[src/rtl/bus_arbiter.sv]
// Four-source arbiter for the shared 16-bit datapath bus. It produces registered,
// mutually exclusive drive enables, with round-robin or fixed priority and bounded ownership locks.
module bus_arbiter #(
   parameter int MAX_HOLD  = 4,
   parameter int PRIO_MODE = 0
) (
   input  logic       clk,
   input  logic       rst,
   input  logic [3:0] req,
   input  logic [3:0] lock,
   output logic       alu_out_en,
   output logic       mem_out_en,
   output logic       reg_out_en,
   output logic       ctl_out_en,
   output logic [1:0] owner,
   output logic       busy,
   output logic       timeout
);

   typedef enum logic {IDLE, OWNED} state_t;
   typedef enum logic [2:0] {ACT_NONE, ACT_KEEP, ACT_SWITCH, ACT_PREEMPT, ACT_RELEASE} action_t;

   localparam logic [3:0] MaxHold   = 4'(MAX_HOLD);
   localparam bit         FixedMode = (PRIO_MODE != 0);

   state_t     r_state;
   logic [3:0] r_grant;
   logic [1:0] r_owner;
   logic [3:0] r_holdCnt;
   logic       r_timeout;
   logic [1:0] r_rrPtr;

   state_t     w_nextState;
   action_t    w_action;
   logic [3:0] w_ownerMask;
   logic [3:0] w_others;
   logic [2:0] w_winAll;
   logic [2:0] w_winOthers;
   logic [1:0] w_winIdx;
   logic [3:0] w_nextGrant;
   logic [1:0] w_nextOwner;
   logic [3:0] w_nextHold;
   logic       w_nextTimeout;
   logic [1:0] w_nextRrPtr;

   // Returns {found, index}. The round-robin search starts at 'start'; fixed mode picks the lowest index.
   function automatic logic [2:0] pickWinner(input logic [3:0] mask, input logic [1:0] start);
      logic [2:0] res;
      logic [1:0] idx;
      res = 3'b000;
      for (int i = 3; i >= 0; i--) begin
         idx = FixedMode ? 2'(i) : start + 2'(i);
         if (mask[idx]) res = {1'b1, idx};
      end
      return res;
   endfunction

   assign w_ownerMask = 4'b0001 << r_owner;
   assign w_others    = req & ~w_ownerMask;
   assign w_winAll    = pickWinner(req, r_rrPtr);
   assign w_winOthers = pickWinner(w_others, r_rrPtr);
   assign w_winIdx    = (r_state == IDLE) ? w_winAll[1:0] : w_winOthers[1:0];

   always_ff @(posedge clk or negedge rst) begin
      if (!rst) begin
         r_state   <= IDLE;
         r_grant   <= 4'b0000;
         r_owner   <= 2'd0;
         r_holdCnt <= 4'd0;
         r_timeout <= 1'b0;
         r_rrPtr   <= 2'd0;
      end else begin
         r_state   <= w_nextState;
         r_grant   <= w_nextGrant;
         r_owner   <= w_nextOwner;
         r_holdCnt <= w_nextHold;
         r_timeout <= w_nextTimeout;
         r_rrPtr   <= w_nextRrPtr;
      end
   end

   // A locked owner yields only once it has used its hold budget and someone else is waiting.
   always_comb begin
      w_nextState = r_state;
      w_action    = ACT_NONE;
      case (r_state)
         IDLE: begin
            if (w_winAll[2]) begin
               w_action    = ACT_SWITCH;
               w_nextState = OWNED;
            end
         end
         OWNED: begin
            if (req[r_owner]) begin
               if (lock[r_owner]) begin
                  if ((r_holdCnt < MaxHold) || !(|w_others)) w_action = ACT_KEEP;
                  else                                       w_action = ACT_PREEMPT;
               end else if (|w_others) begin
                  w_action = ACT_SWITCH;
               end else begin
                  w_action = ACT_KEEP;
               end
            end else if (|w_others) begin
               w_action = ACT_SWITCH;
            end else begin
               w_action    = ACT_RELEASE;
               w_nextState = IDLE;
            end
         end
         default: w_nextState = IDLE;
      endcase
   end

   always_comb begin
      w_nextGrant   = r_grant;
      w_nextOwner   = r_owner;
      w_nextHold    = r_holdCnt;
      w_nextTimeout = 1'b0;
      w_nextRrPtr   = r_rrPtr;
      case (w_action)
         ACT_KEEP: begin
            if (r_holdCnt < MaxHold) w_nextHold = r_holdCnt + 4'd1;
         end
         ACT_SWITCH, ACT_PREEMPT: begin
            w_nextGrant   = 4'b0001 << w_winIdx;
            w_nextOwner   = w_winIdx;
            w_nextHold    = 4'd1;
            w_nextRrPtr   = w_winIdx + 2'd1;
            w_nextTimeout = (w_action == ACT_PREEMPT);
         end
         ACT_RELEASE: begin
            w_nextGrant = 4'b0000;
            w_nextHold  = 4'd0;
         end
         default: ;
      endcase
   end

   assign {ctl_out_en, reg_out_en, mem_out_en, alu_out_en} = r_grant;
   assign owner   = r_owner;
   assign busy    = |r_grant;
   assign timeout = r_timeout;

endmodule

[config.mk]
export PLATFORM = sky130hd
export DESIGN_NAME = bus_arbiter
export DESIGN_NICKNAME = d
export VERILOG_FILES = /design/src/rtl/bus_arbiter.sv
export SDC_FILE = /design/constraint.sdc
export NUM_CORES = 1
export LEC_CHECK = 0
export ABC_AREA = 1
export BUFFER_PORTS_ARGS = -buffer_cell sky130_fd_sc_hd__buf_2
export CORE_UTILIZATION = 50
export DETAILED_ROUTE_END_ITERATION = 8
export GPL_ROUTABILITY_DRIVEN = 0
export GPL_TIMING_DRIVEN = 1
export PLACE_DENSITY = 0.74
export SLEW_MARGIN = 10
export SYNTH_ARGS = -nofsm -noshare
export SYNTH_HDL_FRONTEND = slang
export SYNTH_SLANG_ARGS = --single-unit
[constraint.sdc]
create_clock -name clk -period 1.9 [get_ports clk]
set_clock_uncertainty 0.05 [all_clocks]
set_input_delay 0.57 -clock clk [delete_from_list [all_inputs] [get_ports clk]]
set_output_delay 0.57 -clock clk [all_outputs]
set_load 0.02 [all_outputs]
-- Word level (Yosys, flattened, before mapping)
Cells that the tools add are included.
- $add $sub $neg: 5
- magnitude comparators: 6
- equal/unequal tests: 5
- shift operators: 2
- mux-type cells: 44
- bitwise gates (word level): 3
- reductions and logical operators: 8
- operator list (operator ; number):
    2-to-1 mux 3 bit ; 7
    binary-select mux 1 bit (select 2 bit) ; 10
    2-to-1 mux 2 bit ; 8
    less-than comparator 2 x 3 -> 1 bit, second input constant ; 5
    2-to-1 mux 1 bit ; 14
    case mux 4 bit (3 select lines) ; 1
    case mux 4 bit (2 select lines) ; 1
    OR reduction 4 bit ; 2
    left shift 1 x 2 -> 4 bit, first input constant ; 2
    equality test 3 x 2 -> 1 bit, second input constant ; 2
    case mux 3 bit (2 select lines) ; 1
    adder 2 x 1 -> 2 bit, second input constant ; 2
    adder 2 bit, second input constant ; 2
    adder 4 x 1 -> 4 bit, second input constant ; 1
    bitwise AND 4 bit ; 1
    less-than comparator 4 x 3 -> 1 bit, second input constant ; 1
    2-to-1 mux 4 bit ; 1
    inverter 4 bit ; 1
    equality test 3 x 1 -> 1 bit, second input constant ; 1
    equality test 3 bit, second input constant ; 1
    nonzero test 3 bit ; 1
    inequality test 2 bit, second input constant ; 1
    case mux 1 bit (2 select lines) ; 1
    AND reduction 2 bit ; 1
    other kinds (5) ; 5
- flip-flop bits (word level): 14
- output and inout port bits: 8
- word-level logic and storage cells: 79

-- Logic depth before layout (Yosys ltp)
Gate-level depths: netlist (run 1).
- depth after elaboration: 14
- depth in mapped cells: 16

-- Worst setup path before layout (run 1)
No wires, ideal clock.
- kind: in2reg
- from: in req[1]
- to: reg r_rrPtr[1]
- library setup time: 123 ps
- arrival: 1756 ps
- slack: -29 ps
- stages on the path: 14
- path through: inv_1 > o21ai_0 > nand2_1 > nand2_1 > inv_2 > nand2_1 > nand2_1 > nand2_1 > nand3_1 > nand2_1 > inv_1 > ha_1 > nand2_1 > o21ai_1
- RTL lines (item ; line ; RTL):
    start: declaration ; 9 ; input logic [3:0] req,
    bitwise AND 4 bit ; 59 ; assign w_others = req & ~w_ownerMask;
    binary-select mux 1 bit (select 2 bit) ; 53 ; if (mask[idx]) res = {1'b1, idx};
    2-to-1 mux 1 bit (not written as such) ; 53 ;
    2-to-1 mux 2 bit (4 in a row) ; 53 ;
    2-to-1 mux 2 bit (*) ; 62 ; assign w_winIdx = (r_state == IDLE) ? w_winAll[1:0] : w_winOthers[1:0];
    net w_winIdx[0] ; 39 ; logic [1:0] w_winIdx;
    adder 2 x 1 -> 2 bit (*) ; 128 ; w_nextRrPtr = w_winIdx + 2'd1;
    end signal: assignment ; 78 ; r_rrPtr <= w_nextRrPtr;
    end: declaration ; 31 ; logic [1:0] r_rrPtr;
Mark *: on every way through the listed nets, which the timed path passes. The rest lies on a longest branch. The select of a mux whose other input is x is not followed.
A chain may end at the register's enable or synchronous reset.

-- Worst setup path after layout (run 1)
- from: reg r_rrPtr[0]
- to: reg r_rrPtr[1]
- RTL lines (item ; line ; RTL):
    adder 2 bit ; 52 ; idx = FixedMode ? 2'(i) : start + 2'(i);
    binary-select mux 1 bit (select 2 bit) ; 53 ;
    2-to-1 mux 1 bit (not written as such) ; 53 ;
    2-to-1 mux 3 bit / 2-to-1 mux 2 bit (equally long branches) (4 in a row) ; 53 ;
    2-to-1 mux 2 bit (*) ; 62 ;
    net w_winIdx[0] ; 39 ;
    adder 2 x 1 -> 2 bit (*) ; 128 ;
Marked as above.

==> results.toml, run 1 <==
[outcome]
status = "finished with violations"
violations = "negative setup slack"

[grt]
grt_overflow = 0
grtUsageTotal_pct = 28.5
grt_pass1_vias = 1405
antenna_found_initial = 0
grt_max_degree = 15
grt_pass1_wl_um = 5590

[synth]
synth_edf_count = 0
synth_common_cells = "nand2_1, inv_1, nand3_1, dfrtp_1, nor2_1"
synth-compound-area-share_pct = 11.0
synth_flop_cell = "dfrtp_1"
synth.top_cell.area_share_pct = 29.3
synth_fa_ha_area_share_pct = 5.23
yosysTopAreaCell = "dfrtp_1"
synth_most_common_cell = "nand2_1"
postSynth.asyncResetShare_pct = 100
synth.area.mux_share_pct = 0
syn_inst = 183
synth_area_sq_mm = 0.00120
avgSynthCellArea_sq_um = 6.54
synthesis.nets = 198
ys_types = 21
synthSimpleGateAreaFrac_pct = 43.5
yosys_warnings = 0
synth_xor_area_share_pct = 0
synth_top_family_by_area = "simple AND/OR/NAND/NOR gates"
ys_seq_area_share_pct = 29.3
synthTopCellsByArea = "dfrtp_1, nand2_1, nand3_1"
synth_seq_cells = 14

[layout]
fin_nets = 248
seqCellArea_sq_um = 354
syn_to_final_growth_pct = 40.9
nFillCells = 162
drive_gt1_share_pct = 47.8
multiInputGateArea_sq_um = 822
antenna_cells = 0

[sta]
final_max_slew_viol_count = 0
period_share_pct = 103
tns_ps = -194
slew_headroom_pct = 76.3
max_freq_mhz = 509
finalSetupViolCount = 5
tightest_slew_ps = 356
min_period_ps = 1960
rsz0062_at_grt = "true"
hold_viol = 0
setup_slack_ps = -63.8

[critical_path]
cp-start-kind = "flip-flop"
worstPathArrival_ps = 2120
end_kind = "flip-flop"
critPathMaxFanout = 6
path_cells = "buf_6 -> nor2_4 -> inv_2 -> nand2_2 -> nand2_2 -> nand2_2 -> inv_2 -> nand2_2 -> nand2_1 -> nand2_1 -> nand3_2 -> nand2_2 -> inv_2 -> ha_4 -> nand2_1 -> o21ai_1"
cpMostUsedCell = "nand2_2"
r2r_setup_slack_ps = -60
r2r_start = "r_rrPtr[0]"
required_ps = 2060
max_stage_delay_ps = 480
worstSetupStartpoint = "r_rrPtr[0]"
slowest_stage = "dfrtp_2"
critPathKind = "reg2reg"

[pwr]
ir_worst_vdd_mv = 1.60
leakagePower_nw = 0.928
power_mw = 3.60
power_density_mw_per_mm2 = 2140

[placement]
place_ws_ps = -234
place_hpwl_um = 2390
portBuffers = 17

[flow_run]
max-cap-violations = 0

[routing]
first_pass_iters = 4
via_count = 1365
drc = 0
wl_um = 3290
wire_per_inst_um = 12.7
via_per_inst = 5.25
drtIter0Drc = 24
ant_nets = 0

[die]
initial_utilization_pct = 53.6
die-height_um = 50.9
dieArea_sq_mm = 0.00259
die_x_um = 50.9
coreArea_sq_mm = 0.00223
ios = 18
row_count = 17

[clock_tree]
ctsHoldBuffers = 0
cts.htree.levels = 1
cts_tree = "yes"
clk_path_buf_depth = 2
clock-sinks = 14
cts_root_buffer = "clkbuf_4"
worstSkewPairLatency_ps = 280
cts_buffers = 3
clk_pin_slew_ps = 80

[worst_hold_path]
hold_path.class = "in2async"
critical path, delay by kind of cell, from the launching register on:
| family | cells | cell delay (ps) |
|---|---|---|
| AO/OA/AOI/OAI | 1 | 60 |
| buffers and inverters | 4 | 300 |
| AND/OR/NAND/NOR | 10 | 740 |
| flip-flops | 1 | 480 |
| adder cells (fa/ha/maj) | 1 | 250 |
metrics by stage:
step	area (sq um)	hold WS, ps	std cells	util [%]
after global placement	1470	428	248	65.9
after CTS	1620	116	256	72.7
final	1690	119	260	75.5
after detailed placement	1470	432	248	65.9
after floorplan	1200	224	183	-
after global routing	1690	128	260	75.5
per-layer routing:
metal / track usage [%] / routed length [um] / up-vias
met5: 0 / 0 / -
li1: - / - / 674
met1: 31.4 / 1360 / 632
met4: 18.1 / 93 / 0
met2: 50.9 / 1680 / 47
met3: 3.57 / 148 / 12
worst paths after layout:
check                                to  cells after the start
setup / recovery             r_rrPtr[1]                     16
hold / removal             r_holdCnt[1]                      1
setup reg to reg             r_rrPtr[1]                     16
hold reg to reg            r_holdCnt[2]                      2
max in group asynchronous      owner[0]                      1
min in group clk           r_holdCnt[2]                      2
cells by family (layout without fill, tap and decap cells):
kind of cell / count (synthesis) / after routing
and+or+nand+nor: 113 / 113
AOI/OAI and AO/OA: 19 / 19
DFF: 14 / 14
adders and majority gates: 5 / 5
buffers and inverters: 32 / 81
power by group:
group	total, mW	switching, mW	internal (mW)
registers	0.548	0.126	0.421
logic	2.84	1.63	1.22
clock network	0.213	0.0963	0.117
state kept, by name, indices dropped and copies added, names as in the netlist:
| name | flops |
|---|---|
| r_holdCnt | 4 |
| r_grant | 4 |
| r_state | 1 |
| timeout | 1 |
| r_rrPtr | 2 |
| owner | 2 |
area by class of cell:
class	instances	area share (%)
multi-input cells	137	48.8
flip-flops and latches	14	21.0
repair buffers	48	19.5
inverters	29	6.46
clock buffers	4	2.15
well taps	28	2.08
placed cells by master (no fill, tap or decap):
cell type / count
nor2_1: 11
dfrtp_2: 3
o21ai_1: 2
nand2_2: 15
a21oi_2: 4
clkbuf_8: 1
ha_1: 2
nor2_4: 2
ha_2: 2
nand3_1: 19
o21ai_0: 1
nand4_1: 3
a21oi_1: 1
nand3_2: 4
buf_6: 3
clkinv_1: 1
o21ai_2: 7
buf_2: 17
nand2_1: 50
o21ai_4: 2
ha_4: 1
nand2_4: 5
inv_1: 18
nor2_2: 4
dfrtp_1: 11
clkbuf_4: 3
buf_4: 28
inv_2: 10
o22ai_1: 2
repair_timing:
action | in CTS | in global routing
pin swaps | 15 | 9
gates resized for setup | 26 | 10
gates cloned | 1 | 0
buffers inserted | 3 | 4
endpoints found under the setup margin | 5 | 12
No activity file was read; power rests on OpenSTA's default activity.
==> inputs of run 2 (changes only) <==
BUFFER_PORTS_ARGS = not set   (was -buffer_cell sky130_fd_sc_hd__buf_2)
CORE_UTILIZATION = 56   (was 50)
DONT_BUFFER_PORTS = 1   (was not set)
RECOVER_POWER = 50   (was not set)
==> run 2 against run 1 <==
Against the previous run:
- the flow still finishes with violations (negative setup slack)
- critical path depth is 2 lower
- sequential share of layout area down 1.2 points
- fmax decreased by 8.2%
- critical path type unchanged
- highest routed layer unchanged
==> results.toml, run 2 (synthesized netlist as in run 1, its figures left out) <==
[placement]
dp.cells = 227
placed_area_sq_mm = 0.00136
portBuffers = 0
place_hpwl_um = 2190

[layout]
syn_to_final_growth_pct = 49.6
antenna_cells = 0
fin_nets = 227
drive_gt1_share_pct = 58.8
finalNonFillerCells = 238
final_cell_area_sq_mm = 0.00179
largestRegisters = "r_grant: 4 flops, r_holdCnt: 4 flops"
layout_commonest_cell = "nand2_1"
final_cell_mix = "nand2_1, nand2_2, buf_4"

[worst_hold_path]
hold_path.class = "reg2reg"
min_from = "r_holdCnt[2]"

[routing]
via_per_inst = 6.12
via_count = 1457
drtIter0Drc = 61
first_pass_iters = 6
drc = 0
ant_nets = 0
wl_um = 4400
wire_per_inst_um = 18.5

[critical_path]
cp-start-kind = "flip-flop"
required_ps = 2030
slowest_stage = "dfrtp_2"
cpMostUsedCell = "nand2_2"
path_cells = "inv_4 -> nand2_4 -> nand3_2 -> nand2_2 -> nand2_2 -> buf_4 -> nand2_1 -> nand4_1 -> nand2_1 -> nand2_4 -> buf_6 -> ha_4 -> nand2_2 -> o21ai_2"
path_delay_family = "simple AND/OR/NAND/NOR gates"
cp_num_buf_inv = 3
worstPathArrival_ps = 2270
critPathKind = "reg2reg"
max_stage_delay_ps = 520
critPathMaxFanout = 6
end_kind = "flip-flop"
r2r_start = "owner[1]"
worstSetupStartpoint = "owner[1]"

[sta]
tns_ps = -1060
rsz0062_at_grt = "true"
final_max_slew_viol_count = 0
setup_slack_ps = -238
slew_headroom_pct = 56.8
tightest_slew_ps = 646
min_period_ps = 2140
period_share_pct = 113
finalSetupViolCount = 12
max_freq_mhz = 468
whs_ps = 482
hold_viol = 0

[die]
die_x_um = 48.2
ios = 18
initial_utilization_pct = 60.4
coreArea_sq_mm = 0.00198
dieArea_sq_mm = 0.00232
die-height_um = 48.2
row_count = 16

[grt]
antenna_found_initial = 0
grt_pass1_vias = 1150
grt_pass1_wl_um = 4260
grt_max_degree = 15
grtUsageTotal_pct = 26.6
grt_overflow = 0

[flow_run]
max-cap-violations = 0

[clock_tree]
clk_path_buf_depth = 2
cts_root_buffer = "clkbuf_4"
clock-sinks = 14
cts.htree.levels = 1
cts_tree = "yes"
worstSkewPairLatency_ps = 290
clk_pin_slew_ps = 90
cts_buffers = 3

[outcome]
violations = "negative setup slack"
status = "finished with violations"
## run 2: cell types whose count changed in the layout (fill, tap and decap cells not counted), moves of 8 or more
cell     change
nand3_2     +14
nand2_2      +9
nand3_1     -14
buf_4        -8
nand2_1     -14
buf_2       -17
## run 2: cell type report
cell class                 instances  area (sq um)
clock buffer                       4          26.3
fill                              78           193
inverter                          29           119
multi-input combinational        137          1030
sequential                        14           354
tap                               27          33.8
timing repair buffer              27           228
## run 2: path summary, 6_finish.rpt
kind                                 to  slack (ps)  cells past startpoint
max reg2reg                  r_grant[2]        -240                     14
min reg2reg                r_holdCnt[2]         480                      2
min                        r_holdCnt[2]         480                      2
max                          r_grant[2]        -240                     14
min in group asynchronous       r_state         690                      1
max in group asynchronous    r_rrPtr[0]         650                      1
## run 2: routing by layer
layer  part of all wire [%]  vias up  global-route usage (%)
met5                      0        -                       0
met3                    8.1       51                    2.22
met2                     49      102                    50.7
li1                       -      632                       -
met1                     35      672                    28.1
met4                    7.4        0                    15.6
## run 2: worst register-to-register path: stages (launching register included)
cell,delay [ps]
dfrtp_2,520
inv_4,90
nand2_4,80
nand3_2,80
nand2_2,110
nand2_2,90
buf_4,140
nand2_1,50
nand4_1,120
nand2_1,170
nand2_4,110
buf_6,140
ha_4,150
nand2_2,70
o21ai_2,50
## run 2: timing repair
item                       CTS  global route
hold buffers                 1             0
gates resized for setup     14            75
pin swaps                   11            28
hold endpoints to repair    14             0
setup endpoints to repair    5             7
buffers inserted             4             4
## run 2: stage by stage
stage / worst slack (ps) / utilization [%]
after floorplan: 6.62 / -
after global placement: -31.7 / 68.8
after detailed placement: -76.6 / 68.8
after CTS: -3.86 / 74.4
after global routing: -294 / 90.3
final: -238 / 90.3
Power of run 2 is left out: the tool's default activity adds up to more than one toggle a clock period on the data nets, which glitch-free logic cannot reach.
